## config.mk

```make
export PLATFORM = sky130hd
export DESIGN_NAME = cache_port_arbiter
export DESIGN_NICKNAME = d
export VERILOG_FILES = /design/src/rtl/arb_pkg.sv /design/src/rtl/rr_arb2.sv /design/src/rtl/cache_port_arbiter.sv
export SDC_FILE = /design/constraint.sdc
export NUM_CORES = 1
export LEC_CHECK = 0
export BUFFER_PORTS_ARGS = -buffer_cell sky130_fd_sc_hd__buf_2
export CAP_MARGIN = 20
export CELL_PAD_IN_SITES_DETAIL_PLACEMENT = 1
export CELL_PAD_IN_SITES_GLOBAL_PLACEMENT = 2
export CORE_MARGIN = 2
export CORE_UTILIZATION = 23
export CTS_BUF_LIST = sky130_fd_sc_hd__clkbuf_8
export CTS_CLUSTER_DIAMETER = 100
export DETAILED_ROUTE_END_ITERATION = 8
export GPL_TIMING_DRIVEN = 0
export PLACE_DENSITY_LB_ADDON = 0.1
export SYNTH_ARGS = -nofsm -noshare
export SYNTH_HDL_FRONTEND = slang
export SYNTH_SLANG_ARGS = --single-unit
```

## constraint.sdc

```tcl
create_clock -name clk -period 1.8 [get_ports clk]
set_clock_uncertainty 0.15 [all_clocks]
set_input_delay 0.36 -clock clk [delete_from_list [all_inputs] [get_ports clk]]
set_output_delay 0.36 -clock clk [all_outputs]
set_load 0.02 [all_outputs]
```

## src/rtl/arb_pkg.sv

```systemverilog
// Shared types and defaults for the cache port arbiter.
package arb_pkg;

  typedef enum logic [1:0] {
    ST_IDLE,
    ST_BUSY,
    ST_RESP
  } state_e;

  typedef enum logic [1:0] {
    OWN_NONE,
    OWN_INSTR,
    OWN_DATA
  } owner_e;

  localparam int ARB_TIMEOUT_DEFAULT = 255;

endpackage

```

## src/rtl/rr_arb2.sv

```systemverilog
// Two-requester round-robin picker: purely combinational grant, fairness from last_grant.
module rr_arb2
  import arb_pkg::*;
(
  input  logic   i_req_i,
  input  logic   d_req_i,
  input  owner_e last_grant_i,
  output logic   i_gnt_o,
  output logic   d_gnt_o
);

  // Fetch yields only when both ask and fetch was the one served last.
  always_comb begin
    i_gnt_o = i_req_i && (!d_req_i || (last_grant_i != OWN_INSTR));
    d_gnt_o = d_req_i && !i_gnt_o;
  end

endmodule

```

## src/rtl/cache_port_arbiter.sv

```systemverilog
// Shares one cache port between instruction fetch and data access.
// IDLE accepts, BUSY holds strobes until completion or timeout, RESP pulses done.
module cache_port_arbiter
  import arb_pkg::*;
#(
  parameter int ADDR_W  = 64,
  parameter int DATA_W  = 64,
  parameter int TIMEOUT = ARB_TIMEOUT_DEFAULT
) (
  input  logic              clk,
  input  logic              reset,
  input  logic              i_valid,
  input  logic [ADDR_W-1:0] i_addr,
  input  logic              i_flush,
  output logic              i_done,
  output logic [DATA_W-1:0] i_rdata,
  input  logic              d_valid,
  input  logic              d_write,
  input  logic [ADDR_W-1:0] d_addr,
  input  logic [DATA_W-1:0] d_wdata,
  input  logic [7:0]        d_be,
  output logic              d_done,
  output logic [DATA_W-1:0] d_rdata,
  output logic              mem_read_enable,
  output logic              mem_write_enable,
  output logic [ADDR_W-1:0] mem_address,
  output logic [DATA_W-1:0] mem_write_data,
  output logic [7:0]        mem_byte_enable,
  input  logic [DATA_W-1:0] mem_read_data,
  input  logic              mem_data_valid,
  input  logic              mem_write_complete,
  output logic              err
);

  localparam logic [15:0] CNT_LAST = 16'(TIMEOUT - 1);

  state_e            state_q, state_d;
  owner_e            owner_q, owner_d;
  owner_e            last_q, last_d;
  logic [15:0]       cnt_q, cnt_d;
  logic              kill_q, kill_d;
  logic              err_q, err_d;
  logic              write_q, write_d;
  logic [ADDR_W-1:0] addr_q, addr_d;
  logic [DATA_W-1:0] wdata_q, wdata_d;
  logic [7:0]        be_q, be_d;
  logic [DATA_W-1:0] irdata_q, irdata_d;
  logic [DATA_W-1:0] drdata_q, drdata_d;

  logic i_gnt, d_gnt;
  logic finished;
  logic fetch_killed;

  rr_arb2 u_rr_arb2 (
    .i_req_i      (i_valid),
    .d_req_i      (d_valid),
    .last_grant_i (last_q),
    .i_gnt_o      (i_gnt),
    .d_gnt_o      (d_gnt)
  );

  always_ff @(posedge clk) begin
    if (reset) begin
      state_q  <= ST_IDLE;
      owner_q  <= OWN_NONE;
      last_q   <= OWN_DATA;
      cnt_q    <= '0;
      kill_q   <= 1'b0;
      err_q    <= 1'b0;
      write_q  <= 1'b0;
      addr_q   <= '0;
      wdata_q  <= '0;
      be_q     <= '0;
      irdata_q <= '0;
      drdata_q <= '0;
    end else begin
      state_q  <= state_d;
      owner_q  <= owner_d;
      last_q   <= last_d;
      cnt_q    <= cnt_d;
      kill_q   <= kill_d;
      err_q    <= err_d;
      write_q  <= write_d;
      addr_q   <= addr_d;
      wdata_q  <= wdata_d;
      be_q     <= be_d;
      irdata_q <= irdata_d;
      drdata_q <= drdata_d;
    end
  end

  // Only the completion matching the latched direction ends BUSY.
  assign finished = write_q ? mem_write_complete : mem_data_valid;

  always_comb begin
    state_d  = state_q;
    owner_d  = owner_q;
    last_d   = last_q;
    cnt_d    = cnt_q;
    kill_d   = kill_q;
    err_d    = err_q;
    write_d  = write_q;
    addr_d   = addr_q;
    wdata_d  = wdata_q;
    be_d     = be_q;
    irdata_d = irdata_q;
    drdata_d = drdata_q;
    unique case (state_q)
      ST_IDLE: begin
        if (i_gnt || d_gnt) begin
          state_d = ST_BUSY;
          owner_d = i_gnt ? OWN_INSTR : OWN_DATA;
          addr_d  = i_gnt ? i_addr : d_addr;
          wdata_d = i_gnt ? '0 : d_wdata;
          be_d    = i_gnt ? '0 : d_be;
          write_d = d_gnt && d_write;
          cnt_d   = '0;
          kill_d  = 1'b0;
          err_d   = 1'b0;
        end
      end
      ST_BUSY: begin
        if ((owner_q == OWN_INSTR) && i_flush) kill_d = 1'b1;
        if (finished) begin
          state_d = ST_RESP;
          if (!write_q && (owner_q == OWN_INSTR)) irdata_d = mem_read_data;
          if (!write_q && (owner_q == OWN_DATA))  drdata_d = mem_read_data;
        end else if (cnt_q == CNT_LAST) begin
          state_d = ST_RESP;
          err_d   = 1'b1;
        end else begin
          cnt_d = cnt_q + 16'd1;
        end
      end
      ST_RESP: begin
        state_d = ST_IDLE;
        last_d  = owner_q;
        owner_d = OWN_NONE;
        kill_d  = 1'b0;
        err_d   = 1'b0;
      end
      default: state_d = ST_IDLE;
    endcase
  end

  // A flush during the RESP cycle itself still suppresses the fetch response.
  assign fetch_killed = kill_q || i_flush;

  assign i_done           = (state_q == ST_RESP) && (owner_q == OWN_INSTR) && !fetch_killed;
  assign d_done           = (state_q == ST_RESP) && (owner_q == OWN_DATA);
  assign err              = (state_q == ST_RESP) && err_q &&
                            !((owner_q == OWN_INSTR) && fetch_killed);
  assign mem_read_enable  = (state_q == ST_BUSY) && !write_q;
  assign mem_write_enable = (state_q == ST_BUSY) && write_q;
  assign mem_address      = addr_q;
  assign mem_write_data   = wdata_q;
  assign mem_byte_enable  = be_q;
  assign i_rdata          = irdata_q;
  assign d_rdata          = drdata_q;

endmodule

```

Yosys cells after proc, flatten, opt, wreduce, memory -nomap -nowiden
Cells that the tools add are included.
{"block": "word_totals", "latchBits": 0, "ramBits": 0, "inputBits": 272, "register_bits": 289, "n_memories": 0, "romBits": 0}
{"block": "op_classes", "shift": 0, "n_mul": 0, "reduce_logical": 34, "muxes": 21, "n_eq_ne": 12, "order_cmp": 0, "add_sub_neg": 1, "n_bitwise": 0, "div_mod_pow": 0}
{"cell": "$mux W64", "n": 2}
{"cell": "$mux W16", "n": 3}
{"cell": "$pmux W16 S2", "n": 1}
{"cell": "$add A16 B1 Y16 const B", "n": 1}
{"cell": "$eq A16 B8 Y1 const B", "n": 1}
{"cell": "$logic_and A1 B1 Y1", "n": 14}
{"cell": "$mux W2", "n": 5}
{"cell": "$ne A2 B2 Y1 const B", "n": 5}
{"cell": "$reduce_and A3 Y1", "n": 3}
{"cell": "$mux W8", "n": 1}
{"cell": "$pmux W2 S2", "n": 2}
{"cell": "$reduce_and A4 Y1", "n": 2}
{"cell": "$pmux W1 S3", "n": 2}
{"cell": "$reduce_and A2 Y1", "n": 3}
{"cell": "$logic_not A1 Y1", "n": 5}
{"cell": "$mux W1", "n": 5}
{"cell": "$eq A2 B1 Y1 const B", "n": 2}
{"cell": "$eq A2 B2 Y1 const B", "n": 2}
{"cell": "$reduce_bool A2 Y1", "n": 2}
{"cell": "$logic_or A1 B1 Y1", "n": 3}
{"cell": "$ne A3 B3 Y1 const B", "n": 1}
{"cell": "$reduce_bool A3 Y1", "n": 1}
{"cell": "$logic_not A2 Y1", "n": 1}
{"cell": "$ne A2 B1 Y1 const B", "n": 1}

Longest topological paths before layout
Gate-level depths: netlist of run 1.
{"block": "logic_depth", "word_depth": 8, "depth_mapped": 8, "depth_no_buf": 7}

Hierarchy
A second synthesis of run 1 with hierarchy kept.
{"block": "hier_totals", "hier_cells": 1440, "area_unflattened_um2": 11283.3}
{"mod": "cache_port_arbiter", "instances": 1, "seq_area_each_um2": 5785.5, "area_each_um2": 11253.3, "cells_per_inst": 1436}
{"mod": "rr_arb2", "instances": 1, "seq_area_each_um2": 0.0, "area_each_um2": 30.0, "cells_per_inst": 4}

Worst setup path after synthesis of run 1
OpenSTA, ideal clock, no wires.
{"block": "synth_timing", "kind": "register -> register", "startpoint": "register cnt_q[0]", "endpoint": "register cnt_q[6]", "path_slack_ns": -0.087, "synth_period_minus_slack_ns": 1.887, "arrival_ns": 1.658, "path_buffers": 0, "setup_time_ns": 0.080, "required_ns": 1.570, "stages_incl_launch_ff": 8, "cell_sequence": "dfxtp_1 -> inv_1 -> ha_1 -> nor2b_1 -> nand4_1 -> o21ai_2 -> or4_1 -> a211oi_2"}
{"block": "synth_between", "elab_chain_cells": 4, "word_cells_on_any_way": 7, "classes_between": "add/sub: 1; eq/ne: 2; mux: 3; reduce/logical: 1"}
{"item": "start: declaration", "line": "cache_port_arbiter.sv:40", "text": "logic [15:0] cnt_q, cnt_d;"}
{"item": "start signal: assignment", "line": "cache_port_arbiter.sv:80", "text": "cnt_q <= cnt_d;"}
{"item": "$add A16 B1 Y16", "line": "cache_port_arbiter.sv:132", "text": "cnt_d = cnt_q + 16'd1;"}
{"item": "$mux W16", "line": "cache_port_arbiter.sv:128", "text": "end else if (cnt_q == CNT_LAST) begin"}
{"item": "$mux W16", "line": "cache_port_arbiter.sv:124", "text": "if (finished) begin"}
{"item": "$pmux W16 S2", "line": "cache_port_arbiter.sv:108", "text": "unique case (state_q)"}
Parallel ways exist; a longest one is shown, timed or not. The select of a mux whose other input is x is not followed.
A chain may end at the register's enable or synchronous reset.

Final worst setup path of run 1
{"block": "layout_timing", "startpoint": "register state_q[1]", "endpoint": "output i_done"}
{"block": "layout_between", "elab_chain_cells": 3}
{"item": "start: declaration", "line": "cache_port_arbiter.sv:37", "text": "state_e state_q, state_d;"}
{"item": "start signal: assignment", "line": "cache_port_arbiter.sv:77", "text": "state_q <= state_d;"}
{"item": "$eq A2 B2 Y1", "line": "cache_port_arbiter.sv:149", "text": "assign i_done = (state_q == ST_RESP) && (owner_q == OWN_INSTR) && !fetch_killed;"}
{"item": "$logic_and A1 B1 Y1 (2 in a row)", "line": "cache_port_arbiter.sv:149"}
{"item": "end: declaration", "line": "cache_port_arbiter.sv:15", "text": "output logic i_done,"}
Every way passes these cells.

==> results of run 1 <==
==> sequential cells by signal, summed over array words and instances (netlist names), 2 cells and up <==
signal and flops:
mem_address 64, state_q 2, mem_byte_enable 8, i_rdata 64
owner_q 2, cnt_q 16, last_q 2, d_rdata 64
mem_write_data 64
==> layout make-up <==
class | count | area [sq um]
buffer | 98 | 957.2
inverter | 2 | 7.507
sequential | 289 | 5821
timing repair buffer | 867 | 6221
clock inverter | 21 | 81.33
fill | 5177 | 24950
tap | 592 | 740.7
multi-input combinational | 792 | 4447
clock buffer | 72 | 991.0
antenna | 3 | 7.507
==> metal layers <==
metal | wire, um | share of wire, %
met4 | 2824 | 4.9
met3 | 3838 | 6.6
met1 | 22610 | 39
met2 | 28600 | 49
met5 | 14 | 0.024
==> logic make-up (layout without fill, tap and decap cells) <==
| family | Yosys count | in the layout | share of synthesized area (%) |
|---|---|---|---|
| other | 0 | 3 | 0 |
| AO/OA/AOI/OAI | 308 | 308 | 20.50 |
| multiplexers | 2 | 2 | 0.2424 |
| flip-flops | 289 | 289 | 56.05 |
| buffers and inverters | 102 | 1060 | 4.085 |
| adder cells (fa/ha/maj) | 2 | 2 | 0.2424 |
| AND/OR/NAND/NOR | 479 | 479 | 18.80 |
| XOR/XNOR | 1 | 1 | 0.08486 |
==> stage by stage <==
| stage | hold slack (ns) | std cells | power, mW | setup slack, ns |
|---|---|---|---|---|
| after floorplan | 0.2834 | 1183 | 8.046 | -0.03314 |
| after global placement | 0.2901 | 2314 | 9.084 | -0.8628 |
| after detailed placement | 0.2950 | 2314 | 9.105 | -0.8616 |
| after CTS | 0.06464 | 2696 | 16.35 | -0.2754 |
| after global routing | 0.1021 | 2735 | 17.37 | -0.3205 |
| final | 0.08112 | 2736 | 16.60 | -0.2032 |
==> worst reg2reg max path: cells and delay by family, from the launching register on <==
| family | cells | cell delay [ns] |
|---|---|---|
| buf+inv | 4 | 0.59 |
| flops | 1 | 0.39 |
| simple gates | 2 | 0.15 |
| compound gates | 3 | 0.55 |
==> where the power goes <==
| group | switching, mW | leakage [nW] | internal, mW |
|---|---|---|---|
| logic | 1.71 | 5.63 | 1.61 |
| clock network | 2.93 | 0.627 | 3.52 |
| registers | 0.167 | 2.36 | 6.67 |
| total | 4.80 | 8.62 | 11.8 |
==> cell usage in the layout, fill, tap and decap left out, drive strengths merged, types with 3 or more instances in the layout <==
cell type / count
diode: 3
and2: 3
dlygate4sd3: 266
or2: 3
clkbuf: 132
nor2b: 9
nor3: 8
a21oi: 134
inv: 21
and3: 5
nand3: 10
a31oi: 4
a222oi: 64
nand2: 264
dfxtp: 289
nor2: 159
buf: 638
a22oi: 73
o21ai: 17
o31ai: 6
nand4: 6
==> worst max-delay path by stage <==
stage,cells after the start,end,start
3_5_place_dp,7,mem_address[57],d_valid
6_report,4,i_done,state_q[1]
2_1_floorplan,7,cnt_q[6],cnt_q[0]
4_1_cts,4,i_done,state_q[1]
3_3_place_gp,7,mem_address[34],d_valid
5_1_grt,4,i_done,state_q[1]
==> what timing repair did <==
| action | CTS | global route |
|---|---|---|
| endpoints found under the setup margin | 289 | 275 |
| resized for setup | 175 | 148 |
| pin swaps | 44 | 43 |
| gates cloned | 1 | 16 |
| buffers inserted | 23 | 22 |
| hold buffers | 267 | 0 |
| endpoints found under the hold margin | 266 | 0 |
==> results by group, run 1 <==
Status
  • Run status: finished, violations left
  • Violations in the final reports: setup timing

Global routing
  • First-pass GRT wire length: about 83000 um
  • Total congestion overflow after global routing: 0
  • Met3 usage in global routing: approximately 6.4%
  • Highest-utilization routing layer at the global route stage: met2
  • Antenna violations before repair: 3
  • Largest net degree at the start of global routing: 14
  • Global-route track usage on met2: 39.80%
  • Global-route usage over all layers: a little under a quarter
  • Vias in the first global route: 13.49k
  • Met1 Usage GRT: between 20% and 30%

Yosys
  • Most area-hungry cell type in the Yosys netlist: dfxtp_1
  • Post-synthesis net count: 1457
  • Most area-consuming cells after synthesis: dfxtp_1 56%, nand2_1 9.6%, a21oi_1 6.5%
  • Most common cell in the synthesized netlist: dfxtp_1
  • Number of storage elements in the synthesis netlist: just under 300
  • Count of synthesis-stage warnings from yosys: 0
  • Top_reg_cell synth: dfxtp_1
  • Post-synth EDFFs: 0
  • Sequential cell area fraction in the yosys report: 56.05%
  • Mean instance size in the synthesized netlist: slightly below 9 sq um
  • Most numerous cell types in the synthesized netlist: 289 x dfxtp_1, 264 x nand2_1, 159 x nor2_1, 134 x a21oi_1, 73 x a22oi_1
  • Proportion of synthesized flip-flops having asynchronous set or reset: 0%
  • Syn Std Cell Area: approximately 0.010 sq mm
  • Share of Yosys cell area claimed by the top area cell type: 56.05%
  • Number of distinct standard cells referenced by the synthesized netlist: 46
  • Mapped Cells: 1183

Timing
  • Final number of hold-violating endpoints: 0
  • Final setup violating endpoints: approximately 140
  • Worst-Margin Slew: between 0.8 and 0.9 ns
  • Total Neg Setup Slack: -10.48 ns
  • Final Critical Period: 2.003 ns
  • Fmax: around 500 MHz
  • Period Utilization, post-route: 111.3%
  • Max-slew violation total from the final report: 0
  • Unrepaired setup endpoints after global routing: yes
  • Slew Limit Headroom: approximately 42%
  • Worst setup margin: -0.2032 ns

Floorplan
  • Die Y: ~220 um
  • Die outline width: about 220 um
  • Total Die Area: ~0.047 sq mm
  • Number of standard-cell rows in the floorplan: 77
  • Ports: between 500 and 600
  • Effective utilization at floorplan: 23.34%
  • Core Box Area: 0.04422 sq mm

Final layout
  • Number of nets in the final layout: about 2.4k
  • Area added between synthesis and finish: 86.72%
  • Post-route cell area: a little under 0.02 sq mm
  • Layout cell share with drive strength beyond 1: 38.07%
  • Post-route core utilization: between 40% and 50%

Hold path
  • Hold Crit Class: input pin to register
  • End point of the worst hold path: write_q
  • Hold Path Stages: 4
  • Critical hold path startpoint: d_valid

Placed design
  • Area post-placement: 0.01377 sq mm
  • HPWL after detailed placement: approximately 40000 um
  • Last weighted congestion value of the routability-driven placer: about 0.83
  • Number of port buffers: around 540

Critical path
  • Cell family with most CP delay: flip-flops
  • R2R depth: 9
  • Data arrival at the endpoint of the critical path: between 1 and 1.5 ns
  • Max stage delay cell, worst path: dfxtp_4
  • Required time reported for the critical path endpoint: 1.29 ns
  • Launch instance of the worst register-to-register path: state_q[0]
  • Worst setup EP type: output port
  • Stage delay of the slowest cell on the critical path: ~0.36 ns
  • CP startpoint kind: register
  • Total buffers and inverters traversed by the critical path: 1
  • Critical register-to-register path endpoint: mem_address[61]
  • Cell Chain, Critical Path: nor2b_4, nand2_1, nor3_2, buf_4
  • Worst reg2reg setup slack: -0.17 ns
  • Crit Path Category: register to output port
  • Biggest fanout along the worst timing path: 5

Clock tree
  • Clock transition at the register clock pins on the worst setup and hold paths after CTS: 0.06 ns
  • Worst skew pair latency: roughly 0.63 ns
  • H-tree depth: 2
  • CTS root buffer: clkbuf_8
  • Num Clock Sinks: 289
  • Bufs on Longest Clock Path: 3
  • TritonCTS buffer count: 56
  • CTS tree: built

Drt
  • Remaining antenna violation count after routing: 0
  • Via-per-instance ratio: roughly 4.7
  • Vias: roughly 13k
  • Number of optimization iterations in the first detailed-route pass: 8
  • Drt total wl: 57890 um
  • Initial drt markers: approximately 850
  • Detail-routed net length per standard cell: ~21 um
  • Total DRC errors in the routed layout: 0

Power
  • Static power due to leakage: 8.621 nW
  • Worst voltage drop across the vdd grid: between 0.0004 and 0.0005 V
  • Power per standard cell area: between 800 and 900 mW/mm^2

Run
  • # Max-Cap Violations: 0
No activity file was read; power rests on OpenSTA's default activity.
==> inputs of run 2 (changes only) <==
- CORE_AREA: unset -> 2 2 211 213
- CORE_MARGIN: 2 -> unset
- CORE_UTILIZATION: 23 -> unset
- DIE_AREA: unset -> 0 0 213 215
- PLACE_DENSITY: unset -> 0.74
- PLACE_DENSITY_LB_ADDON: 0.1 -> unset
- clock period: 1.8 -> 2.5 ns (I/O delays scaled with it)
==> run 2 against run 1 <==
The flow now finishes without violations. Cell area decreased by 9.5%. Via count shrank 2.3%. Non-clock buffer count down 62. Register-to-register slack better by 0.37 ns. Core utilization down 3.6 points. Hold slack got worse by 0.037 ns. Cell count decreased by 2.5%. Worst setup slack better by 0.33 ns. Sequential share of layout area up 3.0 points. Critical endpoint unchanged. Highest routed layer is now met4.
==> results by group, run 2 (synthesis gave the netlist of run 1 again) <==
Hold path
  • End point of the worst hold path: mem_address[39]
  • Hold Crit Class: input pin to register
  • Hold Path Stages: 3
  • Critical hold path startpoint: d_addr[39]

Drt
  • Total DRC errors in the routed layout: 0
  • Number of optimization iterations in the first detailed-route pass: 8
  • Via-per-instance ratio: 4.704
  • Initial drt markers: about 750
  • Remaining antenna violation count after routing: 0
  • Detail-routed net length per standard cell: slightly above 20 um
  • Vias: 12.55k
  • Drt total wl: approximately 55000 um

Final layout
  • Area added between synthesis and finish: 69.01%
  • Fill cell count: around 5.3k
  • Number of nets in the final layout: roughly 2.3k
  • Commonest cells after routing, fill and taps aside: 566 x buf_2, 289 x dfxtp_1, 265 x dlygate4sd3_1
  • Most common cell after layout, fill and taps aside: buf_2
  • Layout cell share with drive strength beyond 1: between 30% and 40%
  • Non-filler instance count after layout: between 2k and 3k

Critical path
  • Biggest fanout along the worst timing path: 6
  • Required time reported for the critical path endpoint: approximately 1.9 ns
  • Worst reg2reg setup slack: 0.20 ns
  • Critical register-to-register path endpoint: mem_address[58]
  • R2R depth: 5
  • Data arrival at the endpoint of the critical path: between 1.5 and 2 ns
  • CP startpoint kind: register
  • Worst setup EP type: output port
  • Launch instance of the worst register-to-register path: state_q[0]
  • Crit Path Category: register to output port

Timing
  • Period Utilization, post-route: 94.77%
  • Final setup violating endpoints: 0
  • Worst hold slack across all endpoints: 0.04456 ns
  • Final number of hold-violating endpoints: 0
  • Total Neg Setup Slack: 0 ns
  • Slew Limit Headroom: 40.09%
  • Unrepaired setup endpoints after global routing: yes
  • Final Critical Period: ~2.4 ns
  • Max-slew violation total from the final report: 0
  • Worst-Margin Slew: 0.8917 ns
  • Fmax: 422.1 MHz
  • Worst setup margin: 0.1307 ns

Global routing
  • First-pass GRT wire length: a little over 80000 um
  • Antenna violations before repair: 3
  • Largest net degree at the start of global routing: 14
  • Total congestion overflow after global routing: 0
  • Global-route usage over all layers: ~23%
  • Vias in the first global route: around 14k

Status
  • Run status: complete, no violations

Floorplan
  • Total Die Area: 0.04580 sq mm
  • Number of standard-cell rows in the floorplan: 77
  • Ports: approximately 540
  • Core Box Area: between 0.04 and 0.05 sq mm
  • Die outline width: 213 um
  • Die Y: 215 um
  • Effective utilization at floorplan: between 20% and 30%

Placed design
  • Placed insts: about 2.3k
  • Number of port buffers: 539
  • Last weighted congestion value of the routability-driven placer: 0.8480
  • HPWL after detailed placement: 39930 um
  • Worst-case setup slack after placement: -0.1617 ns

Clock tree
  • Worst skew pair latency: between 0.6 and 0.7 ns
  • Bufs on Longest Clock Path: 3
  • H-tree depth: 2
  • CTS root buffer: clkbuf_8
  • Num Clock Sinks: ~290
  • CTS tree: built
  • TritonCTS buffer count: 53
  • Clock transition at the register clock pins on the worst setup and hold paths after CTS: roughly 0.06 ns

Power
  • Worst voltage drop across the vdd grid: between 0.0004 and 0.0005 V
  • Static power due to leakage: roughly 7.8 nW
  • Power per standard cell area: roughly 650 mW/mm^2

Run
  • # Max-Cap Violations: 0
run 2: changes by cell type in the layout (fill, tap and decap cells not counted), sizes merged:
cell,delta
clkinvlp,+1
buf,-65
clkbuf,-2
dlymetal6s4s,-1
inv,-2
bufinv,+1
dlygate4sd3,-1
run 2: worst max-delay path by stage:
stage               depth (start not counted)      startpoint               to
finish                                      4      state_q[1]           i_done
global placement                            6         i_valid  mem_address[37]
CTS                                         4      owner_q[0]              err
floorplan                                   5  mem_data_valid         cnt_q[6]
global route                                4      state_q[1]           i_done
detailed placement                          6         i_valid  mem_address[39]
run 2: cell type report:
class,count,area [sq um],share of cell area (%)
flip-flops and latches,289,5786,33.16
repair buffers,805,5358,30.71
multi-input cells,792,4130,23.67
clock buffers,65,894.6,5.128
well taps,592,740.7,4.246
plain buffers,98,410.4,2.352
clock inverters,21,111.4,0.6383
inverters,2,7.507,0.04303
diodes,3,7.507,0.04303
run 2: metal layers:
metal	GRT usage [%]	vias to the layer above	wire length, um
met2	40.43	532	26400
met5	0	-	0
met3	6.956	137	4131
met1	24.46	5997	20660
li1	-	5879	-
met4	13.80	0	3369
run 2: what timing repair did:
item	CTS	global route
buffers inserted	0	1
resized for setup	2	8
endpoints found under the setup margin	3	80
hold buffers	265	0
hold endpoints to repair	266	0
pin swaps	0	1
run 2: power breakdown:
group	switching (mW)	internal (mW)	total, mW
sequential	0.121	4.80	4.93
combinational	1.11	0.805	1.92
clock	2.03	2.41	4.44
total	3.27	8.02	11.3
run 2: per-stage QoR:
| step | utilization (%) | power, mW | instance area [sq um] |
|---|---|---|---|
| CTS | 39.92 | 11.40 | 17420 |
| floorplan | - | 5.792 | 10320 |
| global placement | 31.53 | 6.527 | 13760 |
| detailed placement | 31.53 | 6.559 | 13760 |
| finish | 39.97 | 11.29 | 17450 |
| global route | 39.97 | 11.79 | 17450 |
run 2: worst max-delay path, cell delays in order (launching register included):
cell     delay [ns]
dfxtp_1        0.40
nor2b_2        0.30
nand2_1        0.08
nor3_1         0.13
buf_2          0.19
